<file path="src/rtl/div512_pkg.sv">
// ---------------------------------------------------------------------------
// div512_pkg
// Shared definitions for the 512/256 radix-2 sequential divider.
//   NW_DEF  : default dividend width
//   DW_DEF  : default divisor / quotient / remainder width (NW = 2*DW)
//   ITER    : number of radix-2 iterations in one division
//   state_t : controller state encoding
// ---------------------------------------------------------------------------
package div512_pkg;

    localparam int NW_DEF = 512;
    localparam int DW_DEF = 256;
    localparam int ITER   = DW_DEF;

    typedef enum logic [1:0] {
        ST_IDLE = 2'd0,
        ST_RUN  = 2'd1,
        ST_DONE = 2'd2
    } state_t;

endpackage

</file>
<file path="src/rtl/div_sub_stage.sv">
// ---------------------------------------------------------------------------
// div_sub_stage
// Trial subtractor for one restoring radix-2 step.
//   pr     : in  DW+1 shifted partial remainder
//   d      : in  DW   divisor
//   diff   : out DW   pr - d (only meaningful when borrow is low)
//   borrow : out 1    high when pr < d, i.e. the trial result is negative
// When there is no borrow, the difference is below d and therefore fits in
// DW bits, so the top bit of the subtraction is never needed.
// ---------------------------------------------------------------------------
module div_sub_stage #(
    parameter int DW = 256
) (
    input  logic [DW:0]   pr,
    input  logic [DW-1:0] d,
    output logic [DW-1:0] diff,
    output logic          borrow
);

    assign borrow = (pr < {1'b0, d});
    assign diff   = pr[DW-1:0] - d;

endmodule

</file>
<file path="src/rtl/div512_r2_seq.sv">
// ---------------------------------------------------------------------------
// div512_r2_seq
// Sequential restoring radix-2 unsigned divider, NW-bit dividend by DW-bit
// divisor, one quotient bit per enabled clock.
//   clk   : in  1   clock, rising edge
//   rst_n : in  1   asynchronous active-low reset
//   en    : in  1   clock enable, low freezes everything
//   start : in  1   request, sampled only in IDLE
//   N     : in  NW  dividend, captured on acceptance
//   D     : in  DW  divisor, captured on acceptance
//   Q     : out DW  quotient (all ones on overflow)
//   R     : out DW  remainder (zero on overflow)
//   busy  : out 1   high while iterating
//   done  : out 1   one-cycle result-valid marker
//   ovf   : out 1   divide by zero or quotient wider than DW bits
// ---------------------------------------------------------------------------
module div512_r2_seq
    import div512_pkg::*;
#(
    parameter int NW = NW_DEF,
    parameter int DW = DW_DEF
) (
    input  logic          clk,
    input  logic          rst_n,
    input  logic          en,
    input  logic          start,
    input  logic [NW-1:0] N,
    input  logic [DW-1:0] D,
    output logic [DW-1:0] Q,
    output logic [DW-1:0] R,
    output logic          busy,
    output logic          done,
    output logic          ovf
);

    localparam int CW = (DW > 1) ? $clog2(DW) : 1;
    localparam logic [CW-1:0] LAST = CW'(DW - 1);

    state_t        state, state_next;
    logic [CW-1:0] cnt;
    logic [DW-1:0] rem;
    logic [DW-1:0] d_reg;
    // Holds the not-yet-consumed dividend bits at the top and the quotient
    // bits produced so far at the bottom; both shift left together.
    logic [DW-1:0] nlo;

    logic [DW:0]   shifted;
    logic [DW-1:0] diff;
    logic          borrow;
    logic          qbit;
    logic [DW-1:0] rem_keep;
    logic          ovf_cond;

    assign ovf_cond = (D == '0) || (N[NW-1:DW] >= D);

    assign shifted  = {rem, nlo[DW-1]};
    assign qbit     = ~borrow;
    assign rem_keep = borrow ? shifted[DW-1:0] : diff;

    div_sub_stage #(
        .DW (DW)
    ) u_sub (
        .pr     (shifted),
        .d      (d_reg),
        .diff   (diff),
        .borrow (borrow)
    );

    // State register, frozen while en is low.
    always_ff @(posedge clk or negedge rst_n) begin
        if (!rst_n) begin
            state <= ST_IDLE;
        end else if (en) begin
            state <= state_next;
        end
    end

    // Next-state logic and the state-decoded status outputs.
    always_comb begin
        state_next = state;
        busy       = 1'b0;
        done       = 1'b0;
        case (state)
            ST_IDLE: begin
                if (start) begin
                    state_next = ovf_cond ? ST_DONE : ST_RUN;
                end
            end
            ST_RUN: begin
                busy = 1'b1;
                if (cnt == LAST) begin
                    state_next = ST_DONE;
                end
            end
            ST_DONE: begin
                done       = 1'b1;
                state_next = ST_IDLE;
            end
            default: begin
                state_next = ST_IDLE;
            end
        endcase
    end

    // Operand capture, iteration datapath and result registers.
    always_ff @(posedge clk or negedge rst_n) begin
        if (!rst_n) begin
            cnt   <= '0;
            rem   <= '0;
            d_reg <= '0;
            nlo   <= '0;
            Q     <= '0;
            R     <= '0;
            ovf   <= 1'b0;
        end else if (en) begin
            case (state)
                ST_IDLE: begin
                    if (start) begin
                        d_reg <= D;
                        nlo   <= N[DW-1:0];
                        cnt   <= '0;
                        if (ovf_cond) begin
                            rem <= '0;
                            Q   <= '1;
                            R   <= '0;
                            ovf <= 1'b1;
                        end else begin
                            rem <= N[NW-1:DW];
                            ovf <= 1'b0;
                        end
                    end
                end
                ST_RUN: begin
                    rem <= rem_keep;
                    nlo <= {nlo[DW-2:0], qbit};
                    if (cnt == LAST) begin
                        cnt <= '0;
                        Q   <= {nlo[DW-2:0], qbit};
                        R   <= rem_keep;
                    end else begin
                        cnt <= cnt + CW'(1);
                    end
                end
                default: begin
                end
            endcase
        end
    end

endmodule

</file>
<file path="config.mk">
export PLATFORM = sky130hd
export DESIGN_NAME = div512_r2_seq
export DESIGN_NICKNAME = d
export VERILOG_FILES = /design/src/rtl/div512_pkg.sv /design/src/rtl/div_sub_stage.sv /design/src/rtl/div512_r2_seq.sv
export SDC_FILE = /design/constraint.sdc
export NUM_CORES = 2
export LEC_CHECK = 0
export ABC_CLOCK_PERIOD_IN_PS = 6650
export CAP_MARGIN = 20
export CORE_AREA = 2 2 502 504
export CTS_CLUSTER_SIZE = 30
export DETAILED_ROUTE_END_ITERATION = 8
export DIE_AREA = 0 0 504 506
export SLEW_MARGIN = 15
export SYNTH_ARGS = -nofsm -noshare
export SYNTH_HDL_FRONTEND = slang
export SYNTH_HIERARCHICAL = 1
export SYNTH_SLANG_ARGS = --single-unit
</file>
<file path="constraint.sdc">
create_clock -name clk -period 6.65 [get_ports clk]
set_input_delay 1.995 -clock clk [delete_from_list [all_inputs] [get_ports clk]]
set_output_delay 1.995 -clock clk [all_outputs]
set_load 0.01 [all_outputs]
</file>
; Yosys cells after proc, flatten, opt, wreduce, memory -nomap -nowiden
; Cells that the tools add are included.
; W data, S select, Z words.
[totals]
regBits = 1291
input_bits = 772
out_inout_bits = 515
elab_cells = 51
[classes]
n_addsub = 2
order_cmp = 2
eq_ne = 6
mux = 24
bitwise = 1
n_reduce_logical = 8
[op_table]
columns = op, n
row1 = $mux W256, 10
row2 = $pmux W256 S2, 4
row3 = $lt A257 B256 Y1, 1
row4 = $ge A256 B256 Y1, 1
row5 = $logic_not A256 Y1, 1
row6 = $sub A256 B256 Y256, 1
row7 = $mux W8, 2
row8 = $pmux W8 S2, 1
row9 = $reduce_and A3 Y1, 3
row10 = $add A8 B1 Y8 const B, 1
row11 = $eq A8 B8 Y1 const B, 1
row12 = $mux W2, 3
row13 = $ne A2 B2 Y1 const B, 3
row14 = $reduce_and A5 Y1, 1
row15 = $pmux W2 S2, 1
row16 = $mux W1, 3
row17 = $eq A2 B1 Y1 const B, 1
row18 = $eq A2 B2 Y1 const B, 1
row19 = $logic_not A2 Y1, 1
row20 = $reduce_bool A2 Y1, 1
row21 = $logic_or A1 B1 Y1, 1
row22 = $not A1 Y1, 1

; Depth between registers and ports, before layout
[logic_depth]
depth_word = 5
depth_mapped = 22
depth_no_buf = 22

; By module
; The synthesis kept the hierarchy.
[by_module_without_submodules]
columns = module, n_inst, cells_per_inst, area_each_um2
row1 = div512_r2_seq, 1, 7521, 65202.5
row2 = div_sub_stage, 1, 3334, 19962.9

; Worst setup path before layout
; Ideal clock, no wire load.
[synth_timing]
kind = in2reg
start = in D[102]
end = reg Q[126]
setup_time_ns = 0.073
arrival_time_ns = 4.749
path_slack_ns = 1.827
stages = 13
path_buffers = 3
path_cell_list = inv_1 ha_1 nand4_1 or4_1 or4_1 a311oi_1 a211oi_1 a21bo_2 and4b_1 buf_2 buf_6 buf_6 a21oi_2
[synth_via]
elab_chain_cells = 4
elab_cells_between_ends = 5
cone_classes = 1 x order compare / 1 x eq/ne / 3 x reduce/logical
[synth_lines]
columns = item, line_no
row1 = "start, declared", div512_r2_seq.sv:28  ; input logic [DW-1:0] D,
row2 = $ge A256 B256 Y1 or $logic_not A256 Y1 (tied branches), div512_r2_seq.sv:54  ; assign ovf_cond = (D == '0) || (N[NW-1:DW] >= D);
row3 = $logic_or A1 B1 Y1 *, div512_r2_seq.sv:54
row4 = $ne A2 B2 Y1 (no line) *, n/a
row5 = $reduce_and A5 Y1 (no line) *, n/a
row6 = "end signal, assigned", div512_r2_seq.sv:138  ; Q <= {nlo[DW-2:0], qbit};
row7 = "end, declared", div512_r2_seq.sv:29  ; output logic [DW-1:0] Q,
; Every way passes the cells marked *; elsewhere a longest branch is shown, timed or not.
; A chain may end at the register's enable or synchronous reset.

; Worst setup path after layout
[layout_timing]
start = reg rem[3]
end = reg R[173]
[layout_via]
elab_chain_cells = 4
elab_cells_between_ends = 5
cone_classes = 1 x add/sub / 1 x order compare / 3 x mux
[layout_lines]
columns = item, line_no
row1 = "start, declared", div512_r2_seq.sv:41  ; logic [DW-1:0] rem;
row2 = "start signal, assigned", div512_r2_seq.sv:128  ; rem <= N[NW-1:DW];
row3 = "start signal, assigned", div512_r2_seq.sv:134  ; rem <= rem_keep;
row4 = $sub A256 B256 Y256, div_sub_stage.sv:21  ; assign diff = pr[DW-1:0] - d;
row5 = net diff[173], div512_r2_seq.sv:48  ; logic [DW-1:0] diff;
row6 = $mux W256, div512_r2_seq.sv:58  ; assign rem_keep = borrow ? shifted[DW-1:0] : diff;
row7 = $mux W256, div512_r2_seq.sv:136  ; if (cnt == LAST) begin
row8 = $pmux W256 S2, div512_r2_seq.sv:116  ; case (state)
row9 = "end signal, assigned", div512_r2_seq.sv:139  ; R <= rem_keep;
row10 = "end, declared", div512_r2_seq.sv:30  ; output logic [DW-1:0] R,
; The timed path passes the listed nets, and every way through them passes these cells. The select of a mux whose other input is x is not followed.

==> impl_metrics.tcl <==
set metrics [dict create \
    outcome "completed" \
    worst-setup-path-type "reg -> reg" \
    stdcell_count 15363 \
    max_clock_freq_mhz 156 \
    synth.net_count 12141 \
    grt-ovfl-total 0 \
    dieArea_um2 255000 \
    clk_latency_ns 0.87 \
    drt_iter0_markers 8815 \
    critPathRequiredTime_ns 7.41 \
    utilization_pct 43.0 \
    finClkSkew_ns 0.0879 \
    synth.area.top_cells "dfrtp_1 (38%), a21oi_1 (7.7%), ha_1 (7.5%)" \
    vias 87733 \
    postSynthCellCount 10855 \
    vdd_drop_max_uv 321 \
    start_util_pct 34.1 \
    slowest_delay_ns 0.59 \
    row_count 184 \
    syn_area_um2 85200 \
    worst_pin_slew_ns 1.38 \
    core_um2 250000 \
    slew_headroom_pct 7.76 \
    synth_edf_count 0 \
    ctsHoldBuffers 0 \
    cts_htree_levels 4 \
    fp.dieW_um 504 \
    io_pins 1287 \
    cpLargestDelayFamily "compound AO/OA/AOI/OAI gates" \
    hp-class "reg -> reg" \
    postSynthAreaPerCell_um2 7.85 \
    finalHoldViolCount 0 \
    cts_num_sinks 1291 \
    port_buffers 1286 \
    synth_area_leader_cell "dfrtp_1" \
    path_buf_inv 1 \
    mostFrequentLayoutCells "a21oi_1 (1309), dfrtp_1 (1291), clkdlybuf4s50_1 (1285), nand2_1 (1210), inv_1 (1122)" \
    cts_buffer_depth 3 \
    multi_input_area_um2 45900 \
    ys_seq_area_share_pct 37.9 \
    cts-root-buf "clkbuf_16" \
    crit_top_cell "a21oi_1" \
    drv_slew 0 \
    area_delta_synth_final_pct 26.3 \
    grt_max_degree 201 \
    synth-main-ff-cell "dfrtp_1" \
    yosysTopAreaCellShare_pct 37.9 \
    grt_pass1_wl_um 606000 \
    drive_gt1_share_pct 5.34 \
    worst_setup_path_end_kind "flop" \
    drc_errors 0 \
    ys_types 98 \
    dp_hpwl_um 343000 \
    setup_violations 0 \
    clkTransAtPathRegs_ns 0.06 \
    path_cells "ha_1, o211ai_1, a21oi_1, nor2_1, o21ai_1, a21oi_1, o41a_1, o21bai_1, nand4_1, nand3b_1, a2111o_1, a31oi_1, buf_4, o21ai_0, a21oi_1, xnor2_1, mux2i_1, nor3_1, a21oi_1, o21ai_0" \
    antenna_found_initial 104 \
    finalPower_mw 65.1 \
    slowest_stage "o21bai_1" \
    dp_cells 15022 \
    grtUsageTotal_pct 32.0 \
    min_period_ns 6.41 \
    rsz0062_at_grt "no" \
    leakagePower_nw 47.0 \
    cts_tree "built" \
    path_max_fanout 5 \
    cp_data_arrival_time_ns 7.17 \
    detail-route-antenna-nets 0 \
    async_flop_share_pct 100 \
    yosys_warnings 6 \
    gp_congestion 1.01 \
    die_h_um 506 \
    wl_per_cell_um 27.7 \
    start_kind "flop" \
    cts_buffers 157 \
    detail_route.vias_per_cell 5.71 \
    final_common_cell "a21oi_1" \
    drt_pass1_iterations 8 \
    synth-seq-cells 1291 \
    area.sequential_um2 32300 \
    nets 13119 \
    fillCellCount 25314 \
    cts.repair.resized 0 \
    post-route-period-util_pct 96.4 \
    p_per_area_nw_per_um2 605 \
    cts_setup_buffers 0 \
    wl_um 425000 \
    grt_pass1_vias 84360 \
    max_cap_violations 0 \
]
-- kinds of logic after synthesis --
logic type	after synthesis	synth area share, %
AOI/OAI and AO/OA	3510	23.5
xor gates and xnor gates	257	2.64
DFF	1291	37.9
and+or+nand+nor	3196	17.0
muxes	259	3.05
buffers and inverters	1828	8.34
adders and majority gates	514	7.56
-- tightest hold or removal path, delay by kind of cell (launching register included) --
kind | cells | cell delay, ns
flip-flops | 1 | 0.34
AO/OA/AOI/OAI | 1 | 0.06
AND/OR/NAND/NOR | 1 | 0.05
-- path summary, 6_finish.rpt --
path                       depth (start not counted)  slack [ns]         end        from
max                                               20        0.24      R[173]      rem[3]
min                                                2        0.48  d_reg[200]  d_reg[200]
max reg2reg                                       20        0.24      R[173]      rem[3]
min reg2reg                                        2        0.48  d_reg[200]  d_reg[200]
max in group asynchronous                          2        4.05     nlo[63]       rst_n
min in group asynchronous                          1        1.12       R[65]       rst_n
-- metal layers --
layer | vias up | GRT usage (%) | wire, um
li1 | 40098 | - | -
met1 | 43172 | 43.0 | 184000
met2 | 3689 | 48.8 | 187000
met3 | 704 | 7.63 | 33900
met4 | 70 | 14.2 | 19900
met5 | - | 0 | 471
-- report_power, final --
group | internal, mW | switching (mW)
sequential | 11.3 | 3.15
combinational | 14.6 | 27.0
clock | 5.18 | 3.91
total | 31.0 | 34.1
-- cells in the mapped netlist (8+ instances only) --
master,instances
o21ai_0,1113
nor2_1,590
a21oi_1,1309
o211ai_1,13
nor2b_1,19
inv_1,1123
nand4_1,219
nand2_1,1214
clkbuf_1,640
a21boi_0,32
nor4_1,104
or3_1,19
a41oi_1,9
o21bai_1,94
or4_1,8
o21a_1,43
or2_2,15
nand2b_1,24
buf_1,15
a211oi_1,17
a21oi_2,63
o221ai_1,8
o21ai_1,26
buf_2,19
o31ai_1,18
dfrtp_1,1291
a221o_1,8
o22ai_1,259
ha_1,513
xor2_1,97
and4_1,21
a31oi_1,278
nor3_1,592
xnor2_1,160
mux2i_1,256
a221oi_1,21
nand3_1,326
and2_1,13
and3_1,8
a21o_1,111
buf_6,26
o41ai_1,9
-- layout make-up --
class | count | area share, %
diodes | 51 | 0.119
flip-flops and latches | 1291 | 30.0
inverters | 1123 | 3.92
clock buffers | 235 | 4.29
repair buffers | 1524 | 14.3
clock inverters | 55 | 0.769
multi-input cells | 7736 | 42.7
well taps | 3348 | 3.89
-- stage by stage --
stage                     setup WS [ns]  setup TNS [ns]  hold WS [ns]  instance area (um^2)
final                             0.240               0         0.480                108000
after global routing              0.145               0         0.508                108000
after CTS                         0.270               0         0.484                107000
after detailed placement         -0.305          -69.33         0.472                102000
after global placement           -0.293          -90.84         0.461                102000
after floorplan                    1.83               0         0.442                 85200
(Power assumes the default switching activity.)
